[src/rtl/fpu_f2i_if.sv]
`default_nettype none
// ----------------------------------------------------------------------------
// Module   : fpu_f2i_if
// Purpose  : Operand/result bundle for the float-to-int converter.
// Revision : 1.0 - initial release
// ----------------------------------------------------------------------------
interface fpu_f2i_if;
    logic        IN_VALID;
    logic [31:0] A;
    logic        CLR_FLAGS;
    logic        OUT_VALID;
    logic [31:0] Z;
    logic        INVALID;
    logic        INEXACT;
    logic        STICKY_INV;
    logic        STICKY_INX;

    modport master (
        output IN_VALID, A, CLR_FLAGS,
        input  OUT_VALID, Z, INVALID, INEXACT, STICKY_INV, STICKY_INX
    );

    modport slave (
        input  IN_VALID, A, CLR_FLAGS,
        output OUT_VALID, Z, INVALID, INEXACT, STICKY_INV, STICKY_INX
    );
endinterface
`default_nettype wire

[src/rtl/fpu_f2i.sv]
`default_nettype none
// ----------------------------------------------------------------------------
// Module   : fpu_f2i
// Purpose  : 3-stage IEEE-754 single to signed 32-bit integer converter.
// Revision : 1.0 - initial release
// ----------------------------------------------------------------------------
module fpu_f2i #(
    parameter int RNE    = 1,
    parameter int STAGES = 3
) (
    input  wire logic  CLK,
    input  wire logic  RESET,
    fpu_f2i_if.slave   bus
);

    generate
        if (STAGES != 3) begin : g_bad_stages
            $error("fpu_f2i: STAGES must be 3");
        end
    endgenerate

    localparam logic [31:0] c_pos_sat = 32'h7FFF_FFFF;
    localparam logic [31:0] c_neg_sat = 32'h8000_0000;
    localparam logic [32:0] c_two31   = 33'h0_8000_0000;

    // ---------------- stage 1: unpack ----------------
    logic        s1_valid_q, s1_valid_d;
    logic        s1_sign_q,  s1_sign_d;
    logic [7:0]  s1_exp_q,   s1_exp_d;
    logic [23:0] s1_sig_q,   s1_sig_d;

    always_comb begin
        s1_valid_d = bus.IN_VALID;
        s1_sign_d  = s1_sign_q;
        s1_exp_d   = s1_exp_q;
        s1_sig_d   = s1_sig_q;
        if (bus.IN_VALID) begin
            s1_sign_d = bus.A[31];
            s1_exp_d  = bus.A[30:23];
            s1_sig_d  = {1'b1, bus.A[22:0]};
        end
    end

    always_ff @(posedge CLK) begin
        if (RESET) begin
            s1_valid_q <= 1'b0;
            s1_sign_q  <= 1'b0;
            s1_exp_q   <= 8'd0;
            s1_sig_q   <= 24'd0;
        end else begin
            s1_valid_q <= s1_valid_d;
            s1_sign_q  <= s1_sign_d;
            s1_exp_q   <= s1_exp_d;
            s1_sig_q   <= s1_sig_d;
        end
    end

    // ---------------- stage 2: align and round ----------------
    logic signed [8:0] w_u;
    logic [4:0]  w_rsh;
    logic [3:0]  w_lsh;
    logic [47:0] w_ext;
    logic [31:0] w_int;
    logic        w_guard;
    logic        w_sticky;
    logic        w_big;
    logic        w_inc;
    logic [32:0] w_mag;

    always_comb begin
        w_u      = $signed({1'b0, s1_exp_q}) - 9'sd127;
        // shift distances expressed on the biased exponent (150 = 127 + 23)
        w_rsh    = 5'(8'd150 - s1_exp_q);
        w_lsh    = 4'(s1_exp_q - 8'd150);
        w_ext    = 48'd0;
        w_int    = 32'd0;
        w_guard  = 1'b0;
        w_sticky = 1'b0;
        // anything at or above 2^32 is caught here so the left shift never wraps
        w_big    = (w_u >= 9'sd32);
        if (w_big) begin
            w_int = 32'd0;
        end else if (w_u >= 9'sd23) begin
            w_int = {8'd0, s1_sig_q} << w_lsh;
        end else if (w_u >= 9'sd0) begin
            w_ext    = {s1_sig_q, 24'd0} >> w_rsh;
            w_int    = {8'd0, w_ext[47:24]};
            w_guard  = w_ext[23];
            w_sticky = |w_ext[22:0];
        end else if (w_u == -9'sd1) begin
            w_guard  = 1'b1;
            w_sticky = |s1_sig_q[22:0];
        end else begin
            w_sticky = 1'b1;
        end
        w_inc = (RNE != 0) && w_guard && (w_sticky || w_int[0]);
        w_mag = {1'b0, w_int} + {32'd0, w_inc};
    end

    logic        s2_valid_q, s2_valid_d;
    logic        s2_sign_q,  s2_sign_d;
    logic        s2_zero_q,  s2_zero_d;
    logic        s2_nan_q,   s2_nan_d;
    logic        s2_inf_q,   s2_inf_d;
    logic        s2_big_q,   s2_big_d;
    logic        s2_inx_q,   s2_inx_d;
    logic [32:0] s2_mag_q,   s2_mag_d;

    always_comb begin
        s2_valid_d = s1_valid_q;
        s2_sign_d  = s2_sign_q;
        s2_zero_d  = s2_zero_q;
        s2_nan_d   = s2_nan_q;
        s2_inf_d   = s2_inf_q;
        s2_big_d   = s2_big_q;
        s2_inx_d   = s2_inx_q;
        s2_mag_d   = s2_mag_q;
        if (s1_valid_q) begin
            s2_sign_d = s1_sign_q;
            s2_zero_d = (s1_exp_q == 8'd0);
            s2_nan_d  = (s1_exp_q == 8'hFF) && (s1_sig_q[22:0] != 23'd0);
            s2_inf_d  = (s1_exp_q == 8'hFF) && (s1_sig_q[22:0] == 23'd0);
            s2_big_d  = w_big;
            s2_inx_d  = w_guard | w_sticky;
            s2_mag_d  = w_mag;
        end
    end

    always_ff @(posedge CLK) begin
        if (RESET) begin
            s2_valid_q <= 1'b0;
            s2_sign_q  <= 1'b0;
            s2_zero_q  <= 1'b0;
            s2_nan_q   <= 1'b0;
            s2_inf_q   <= 1'b0;
            s2_big_q   <= 1'b0;
            s2_inx_q   <= 1'b0;
            s2_mag_q   <= 33'd0;
        end else begin
            s2_valid_q <= s2_valid_d;
            s2_sign_q  <= s2_sign_d;
            s2_zero_q  <= s2_zero_d;
            s2_nan_q   <= s2_nan_d;
            s2_inf_q   <= s2_inf_d;
            s2_big_q   <= s2_big_d;
            s2_inx_q   <= s2_inx_d;
            s2_mag_q   <= s2_mag_d;
        end
    end

    // ---------------- stage 3: range check, negate, flags ----------------
    logic        out_valid_q,  out_valid_d;
    logic [31:0] z_q,          z_d;
    logic        invalid_q,    invalid_d;
    logic        inexact_q,    inexact_d;
    logic        sticky_inv_q, sticky_inv_d;
    logic        sticky_inx_q, sticky_inx_d;

    always_comb begin
        out_valid_d = s2_valid_q;
        z_d         = z_q;
        invalid_d   = invalid_q;
        inexact_d   = inexact_q;
        if (s2_valid_q) begin
            invalid_d = 1'b0;
            inexact_d = 1'b0;
            if (s2_zero_q) begin
                z_d = 32'd0;
            end else if (s2_nan_q) begin
                z_d       = c_pos_sat;
                invalid_d = 1'b1;
            end else if (s2_inf_q || s2_big_q) begin
                z_d       = s2_sign_q ? c_neg_sat : c_pos_sat;
                invalid_d = 1'b1;
            end else if (!s2_sign_q && (s2_mag_q >= c_two31)) begin
                z_d       = c_pos_sat;
                invalid_d = 1'b1;
            end else if (s2_sign_q && (s2_mag_q > c_two31)) begin
                z_d       = c_neg_sat;
                invalid_d = 1'b1;
            end else begin
                // a negative magnitude of exactly 2^31 negates to 0x80000000 here
                z_d       = s2_sign_q ? (~s2_mag_q[31:0] + 32'd1) : s2_mag_q[31:0];
                inexact_d = s2_inx_q;
            end
        end
        sticky_inv_d = (bus.CLR_FLAGS ? 1'b0 : sticky_inv_q) | (out_valid_d & invalid_d);
        sticky_inx_d = (bus.CLR_FLAGS ? 1'b0 : sticky_inx_q) | (out_valid_d & inexact_d);
    end

    always_ff @(posedge CLK) begin
        if (RESET) begin
            out_valid_q  <= 1'b0;
            z_q          <= 32'd0;
            invalid_q    <= 1'b0;
            inexact_q    <= 1'b0;
            sticky_inv_q <= 1'b0;
            sticky_inx_q <= 1'b0;
        end else begin
            out_valid_q  <= out_valid_d;
            z_q          <= z_d;
            invalid_q    <= invalid_d;
            inexact_q    <= inexact_d;
            sticky_inv_q <= sticky_inv_d;
            sticky_inx_q <= sticky_inx_d;
        end
    end

    assign bus.OUT_VALID  = out_valid_q;
    assign bus.Z          = z_q;
    assign bus.INVALID    = invalid_q;
    assign bus.INEXACT    = inexact_q;
    assign bus.STICKY_INV = sticky_inv_q;
    assign bus.STICKY_INX = sticky_inx_q;

endmodule
`default_nettype wire

[src/flat_wrapper.sv]
// flat-port wrapper written by rule: the top's interface ports become plain ports
module fpu_f2i_flat 
#(
    parameter int RNE    = 1,
    parameter int STAGES = 3
)
  (CLK, RESET, bus_IN_VALID, bus_A, bus_CLR_FLAGS, bus_OUT_VALID, bus_Z, bus_INVALID, bus_INEXACT, bus_STICKY_INV, bus_STICKY_INX);
  fpu_f2i_if bus_i ();
  input  wire logic CLK;
  input  wire logic RESET;
  input wire logic [$bits(bus_i.IN_VALID)-1:0] bus_IN_VALID;
  input wire logic [$bits(bus_i.A)-1:0] bus_A;
  input wire logic [$bits(bus_i.CLR_FLAGS)-1:0] bus_CLR_FLAGS;
  output wire logic [$bits(bus_i.OUT_VALID)-1:0] bus_OUT_VALID;
  output wire logic [$bits(bus_i.Z)-1:0] bus_Z;
  output wire logic [$bits(bus_i.INVALID)-1:0] bus_INVALID;
  output wire logic [$bits(bus_i.INEXACT)-1:0] bus_INEXACT;
  output wire logic [$bits(bus_i.STICKY_INV)-1:0] bus_STICKY_INV;
  output wire logic [$bits(bus_i.STICKY_INX)-1:0] bus_STICKY_INX;
  assign bus_i.IN_VALID = bus_IN_VALID;
  assign bus_i.A = bus_A;
  assign bus_i.CLR_FLAGS = bus_CLR_FLAGS;
  assign bus_OUT_VALID = bus_i.OUT_VALID;
  assign bus_Z = bus_i.Z;
  assign bus_INVALID = bus_i.INVALID;
  assign bus_INEXACT = bus_i.INEXACT;
  assign bus_STICKY_INV = bus_i.STICKY_INV;
  assign bus_STICKY_INX = bus_i.STICKY_INX;
  fpu_f2i #(.RNE(RNE), .STAGES(STAGES)) u_core (.CLK(CLK), .RESET(RESET), .bus(bus_i));
endmodule
[config.mk]
export PLATFORM = sky130hd
export DESIGN_NAME = fpu_f2i_flat
export DESIGN_NICKNAME = d
export VERILOG_FILES = /design/src/rtl/fpu_f2i_if.sv /design/src/rtl/fpu_f2i.sv /design/src/flat_wrapper.sv
export SDC_FILE = /design/constraint.sdc
export NUM_CORES = 1
export LEC_CHECK = 0
export CAP_MARGIN = 0
export CORE_UTILIZATION = 30
export CTS_CLUSTER_SIZE = 24
export DETAILED_ROUTE_END_ITERATION = 12
export GPL_TIMING_DRIVEN = 0
export PLACE_DENSITY_LB_ADDON = 0.12
export SYNTH_ARGS = -nofsm -noshare
export SYNTH_HDL_FRONTEND = slang
export SYNTH_SLANG_ARGS = --single-unit
[constraint.sdc]
create_clock -name CLK -period 5.1 [get_ports CLK]
set_input_delay 1.02 -clock CLK [delete_from_list [all_inputs] [get_ports CLK]]
set_output_delay 1.02 -clock CLK [all_outputs]
set_load 0.02 [all_outputs]
# Word-level counts from Yosys, hierarchy flattened
# Index checks and enable logic that the tools add are counted.
[word_totals]
elab_cells = 83
ff_bits = 111
in_bits = 36
out_inout_bits = 37
[op_classes]
order_cmp = 5
add_sub_neg = 5
n_mux = 32
shift = 2
eq_ne = 2
bitwise = 6
reduce_logical = 13
[op_table]
columns = ["cell", "n"]
rows = [
  ["2-to-1 mux 32 bit", 9],
  [">> shifter 48 x 5 -> 48 bit", 1],
  ["OR reduction 23 bit", 2],
  ["adder 32 x 1 -> 33 bit", 1],
  ["greater-or-equal comparator 33 x 32 -> 1 bit, second input constant", 1],
  ["greater-than comparator 33 x 32 -> 1 bit, second input constant", 1],
  ["adder 32 x 1 -> 32 bit, second input constant", 1],
  ["NOT 32 bit", 1],
  ["<< shifter 24 x 4 -> 32 bit", 1],
  ["2-to-1 mux 24 bit", 1],
  ["logical NOT 23 bit", 1],
  ["nonzero test 23 bit", 1],
  ["2-to-1 mux 1 bit", 22],
  ["equality test 9 x 1 -> 1 bit, second input constant", 1],
  ["greater-or-equal comparator 9 x 1 -> 1 bit, second input constant", 1],
  ["greater-or-equal comparator 9 x 6 -> 1 bit, second input constant", 1],
  ["greater-or-equal comparator 9 x 7 -> 1 bit, second input constant", 1],
  ["subtractor 8 x 7 -> 9 bit, second input constant", 1],
  ["equality test 8 bit, second input constant", 1],
  ["logical NOT 8 bit", 1],
  ["logical AND 1 bit", 5],
  ["subtractor 5 bit, first input constant", 1],
  ["subtractor 4 x 3 -> 4 bit, second input constant", 1],
  ["OR 1 bit", 3],
  ["other kinds (3)", 5],
]

# Longest topological paths before layout
[logic_depth]
depth_word = 10
mapped_depth = 23
mapped_depth_nobuf = 16

# Worst setup path before layout
# OpenSTA, ideal clock, no wires.
[synth_path]
path_kind = "register -> register"
startpoint = "register u_core.s1_exp_q[0]"
endpoint = "register u_core.s2_mag_q[16]"
stages_incl_launch_ff = 21
setup_time_ns = 0.086
required_ns = 5.014
t_arrival_ns = 4.589
path_slack_ns = 0.426
period_less_slack_ns = 4.674
path_cell_list = "dfxtp_1 > buf_4 > clkinv_1 > buf_2 > buf_2 > ha_1 > buf_2 > buf_6 > mux2i_1 > mux2_2 > mux2_2 > or2_2 > a31oi_2 > and2_1 > ha_1 > o21ai_0 > a31oi_1 > nand4_1 > nor4_1 > xor2_1 > a211oi_1"
[synth_via]
elab_chain_len = 9
word_cells_on_any_way = 24
cone_classes = "4 x add/sub; 3 x order compare; 1 x eq/ne; 2 x shift; 11 x mux; 3 x reduce/logical"
[synth_rtl]
columns = ["element", "line_no", "source"]
rows = [
  ["from (decl)", "fpu_f2i.sv:29", "logic [7:0] s1_exp_q, s1_exp_d;"],
  ["from (signal assigned)", "fpu_f2i.sv:53", "s1_exp_q <= s1_exp_d;"],
  ["subtractor 5 bit / subtractor 8 x 7 -> 9 bit (equally long branches)", "fpu_f2i.sv:73, fpu_f2i.sv:71", ""],
  [">> shifter 48 x 5 -> 48 bit / equality test 9 x 1 -> 1 bit (equally long branches)", "fpu_f2i.sv:86, fpu_f2i.sv:90", ""],
  ["OR reduction 23 bit / 2-to-1 mux 1 bit (equally long branches)", "fpu_f2i.sv:89, fpu_f2i.sv:90", ""],
  ["2-to-1 mux 1 bit", "fpu_f2i.sv:85", "end else if (w_u >= 9'sd0) begin"],
  ["2-to-1 mux 1 bit", "fpu_f2i.sv:83", "end else if (w_u >= 9'sd23) begin"],
  ["2-to-1 mux 1 bit", "fpu_f2i.sv:81", "if (w_big) begin"],
  ["logical OR 1 bit", "fpu_f2i.sv:96", "w_inc = (RNE != 0) && w_guard && (w_sticky || w_int[0]);"],
  ["logical AND 1 bit", "fpu_f2i.sv:96", ""],
  ["adder 32 x 1 -> 33 bit (*)", "fpu_f2i.sv:97", "w_mag = {1'b0, w_int} + {32'd0, w_inc};"],
  ["to (signal assigned)", "fpu_f2i.sv:147", "s2_mag_q <= s2_mag_d;"],
  ["to (decl)", "fpu_f2i.sv:107", "logic [32:0] s2_mag_q, s2_mag_d;"],
]
# Every way passes the cells marked *; elsewhere a longest branch is shown, timed or not.
# A chain may end at the register's enable or synchronous reset.

# Worst setup path after layout
# Same ends and word-level chain as after synthesis.

==> results.md <==
- Outcome: finished, violations left
- Failing checks: design-rule violations
- Post-synth EDFFs: 0
- Area delta synth->final: 17.6%
- Period utilization: 0.955
- Critical Path Source Type: flop
- Post-route ant nets: 0
- FP Rows: 64
- Fill count: 3297
- Diode count: 0
- Cells after Synth: 1184
- Sink Count: 111
- CP arrival: 5120 ps
- Cell with the most instances after synthesis: nor2_1
- Worst clock skew: 6.98 ps
- Number of max-cap violations: 0
- CP endpoint kind: flop
- Worst hold path class: reg -> reg
- Boundary Pins: 73
- Synth cell count leaders: nor2_1 (130), dfxtp_1 (111), nand2_1 (100)
- Slew Limit Fails: 0
- Hold-fix buffers, CTS: 0
- Starting Density: 0.307
- Initial DRC Count: 914
- CP required: 5350 ps
- Peak supply drop: 0.158 mV
- Mean Syn Cell Area: 7.99 um2
- Net Count, Synth: 1228
- Skew-Pair Late Insertion Delay: 380 ps
- Clock Tree Buf Depth: 2
- RSZ-0062 raised after global routing: no
- GR Overflow Total: 0
- Dominant cell type by area after synthesis: dfxtp_1
- Vias post-DR: 9880
- Worst R2R Setup Slack: 230 ps
- First-pass GRT wire length: 59400 um
- Vias in the first global route: 9612
- WS Path Type: reg -> reg
- DIE WIDTH: 180 um
- CP max FO: 11
- Register Area: 2230 um2
- Clk Tree Root Cell: clkbuf_16
- Slew headroom: 0.0985
- Setup TNS: 0 ps
- Routed len/inst: 23.3 um
- Post-synth top area share: 0.235
- P per Cell Area: 227 nW/um2
- Lkg Pwr: 3.66 nW
- CTS Buf Count: 9
- Die height: 180 um
- CTS tree: built
- DRT Wirelength: 38900 um
- Mapped Area: 9460 um2
- Slew @ Worst Pin: 1340 ps
- Register area share after synthesis: 0.235
- Power consumption: 2.53 mW
- Die footprint: 32200 um2
- Setup violations, final: 0
- Largest net degree at the start of global routing: 19
- Asr flop ratio synth: 0
- # nets final: 1314
- Share of layout cells above drive strength 1: 0.126
- FF+latch count, synth: 111
- DR vias/cell: 5.91
- Initial antenna violation count: 0
- DRC errors left: 7
- Minimum clock period: 4870 ps
- Hold Slack: 466 ps
- Final hold vios: 0
- Hpwl dp: 30600 um
- Synth warnings: 0
- Total GRT Usage: 0.241
- First-pass iteration count of the detailed router: 12
- Post-synth top flop: dfxtp_1
- Multi-input logic area: 6760 um2
- Synth area leaders: dfxtp_1 (23%), mux2i_1 (9.5%), mux2_2 (5.2%)
- Synth cell types: 85
- Placer congestion estimate: 0.968
- Number of port buffers: 71
- CTS H-tree depth: 3
- Clock-pin slew on the worst setup and hold paths: 80 ps
- Std-Cell Core Area: 30800 um2
- Max Fclk: 205 MHz
metal layers:
layer	GRT usage	wire length, um	vias to the layer above
met5	0	0	-
met4	0.0910	1430	0
met3	0.0413	2540	81
met2	0.401	17800	457
met1	0.312	17100	4729
li1	-	-	4613
layout make-up:
cell class,count,area share
plain buffers,95,0.0427
clock buffers,10,0.0215
clock inverters,6,0.00810
inverters,19,0.00686
multi-input cells,957,0.608
flip-flops and latches,111,0.200
well taps,396,0.0445
repair buffers,77,0.0679
registers in the layout, indices dropped and copies added, names as in the netlist, 8 cells and up:
| signal | flops |
|---|---|
| u_core.s1_sig_q | 24 |
| u_core.s1_exp_q | 8 |
| u_core.bus.Z | 32 |
| u_core.s2_mag_q | 33 |
stage by stage:
step | utilization | instance area (um2) | setup WS (ps) | instances
after floorplan | - | 9460 | 426 | 1184
after global placement | 0.346 | 10700 | -1410 | 1651
after detailed placement | 0.346 | 10700 | -1340 | 1651
after CTS | 0.359 | 11100 | 11.8 | 1672
after global routing | 0.361 | 11100 | 49.4 | 1671
final | 0.361 | 11100 | 229 | 1671
critical path, stage by stage (launching register included):
cell	delay [ps]
dfxtp_2	370
buf_6	140
clkinv_4	100
buf_4	210
buf_4	220
ha_4	300
buf_4	140
buf_8	160
buf_6	180
buf_6	160
mux2i_1	130
a2111oi_2	520
o21ai_1	160
a31oi_2	230
and2_1	190
ha_2	210
o21ai_0	110
a31oi_2	260
nand4_1	120
buf_4	190
nor4_2	250
xor2_1	250
a211oi_1	100
power breakdown:
group / switching [mW] / internal (mW)
sequential: 0.0429 / 0.894
combinational: 0.491 / 0.296
clock: 0.354 / 0.447
placed cells by master, fill, tap and decap left out, types with 11 or more instances in the layout:
master | netlist | routed
a211oi_1 | 25 | 25
a21oi_1 | 62 | 62
a31oi_1 | 23 | 22
and2_1 | 14 | 14
buf_2 | 16 | 11
buf_4 | 11 | 17
clkbuf_1 | 59 | 59
clkdlybuf4s50_1 | 0 | 71
dfxtp_1 | 111 | 109
inv_1 | 17 | 17
mux2_2 | 44 | 44
mux2i_1 | 90 | 90
mux4_2 | 20 | 20
nand2_1 | 100 | 100
nand2b_1 | 17 | 17
nand3_1 | 37 | 37
nand4_1 | 14 | 14
nor2_1 | 130 | 130
nor3_1 | 35 | 34
nor4_1 | 23 | 21
o211ai_1 | 11 | 11
o21ai_0 | 65 | 64
o221ai_1 | 15 | 15
o22ai_1 | 13 | 13
or3_1 | 13 | 13
xnor2_1 | 23 | 23
xor2_1 | 27 | 27
path summary, 6_finish.rpt:
path,to,startpoint,depth (start not counted)
worst min register to register,u_core.bus.INEXACT,u_core.bus.INEXACT,2
worst max-delay path,u_core.s2_mag_q[16],u_core.s1_exp_q[0],22
worst max register to register,u_core.s2_mag_q[16],u_core.s1_exp_q[0],22
worst min-delay path,u_core.bus.INEXACT,u_core.bus.INEXACT,2
cell families after synthesis:
| group | after synthesis | share of synthesized area |
|---|---|---|
| fa+ha+maj | 8 | 0.0106 |
| compound gates | 310 | 0.222 |
| buf+inv | 116 | 0.0565 |
| simple gates | 430 | 0.224 |
| flops | 111 | 0.235 |
| mux | 154 | 0.195 |
| xor+xnor | 55 | 0.0561 |
timing repair:
action                                  4_1_cts  5_1_grt
resized for setup                            14       11
setup buffers                                 5        1
hold endpoints to repair                      0        0
pin swaps                                     3        3
endpoints found under the setup margin       21       16
Note: power is estimated with default switching activity, not from simulation.
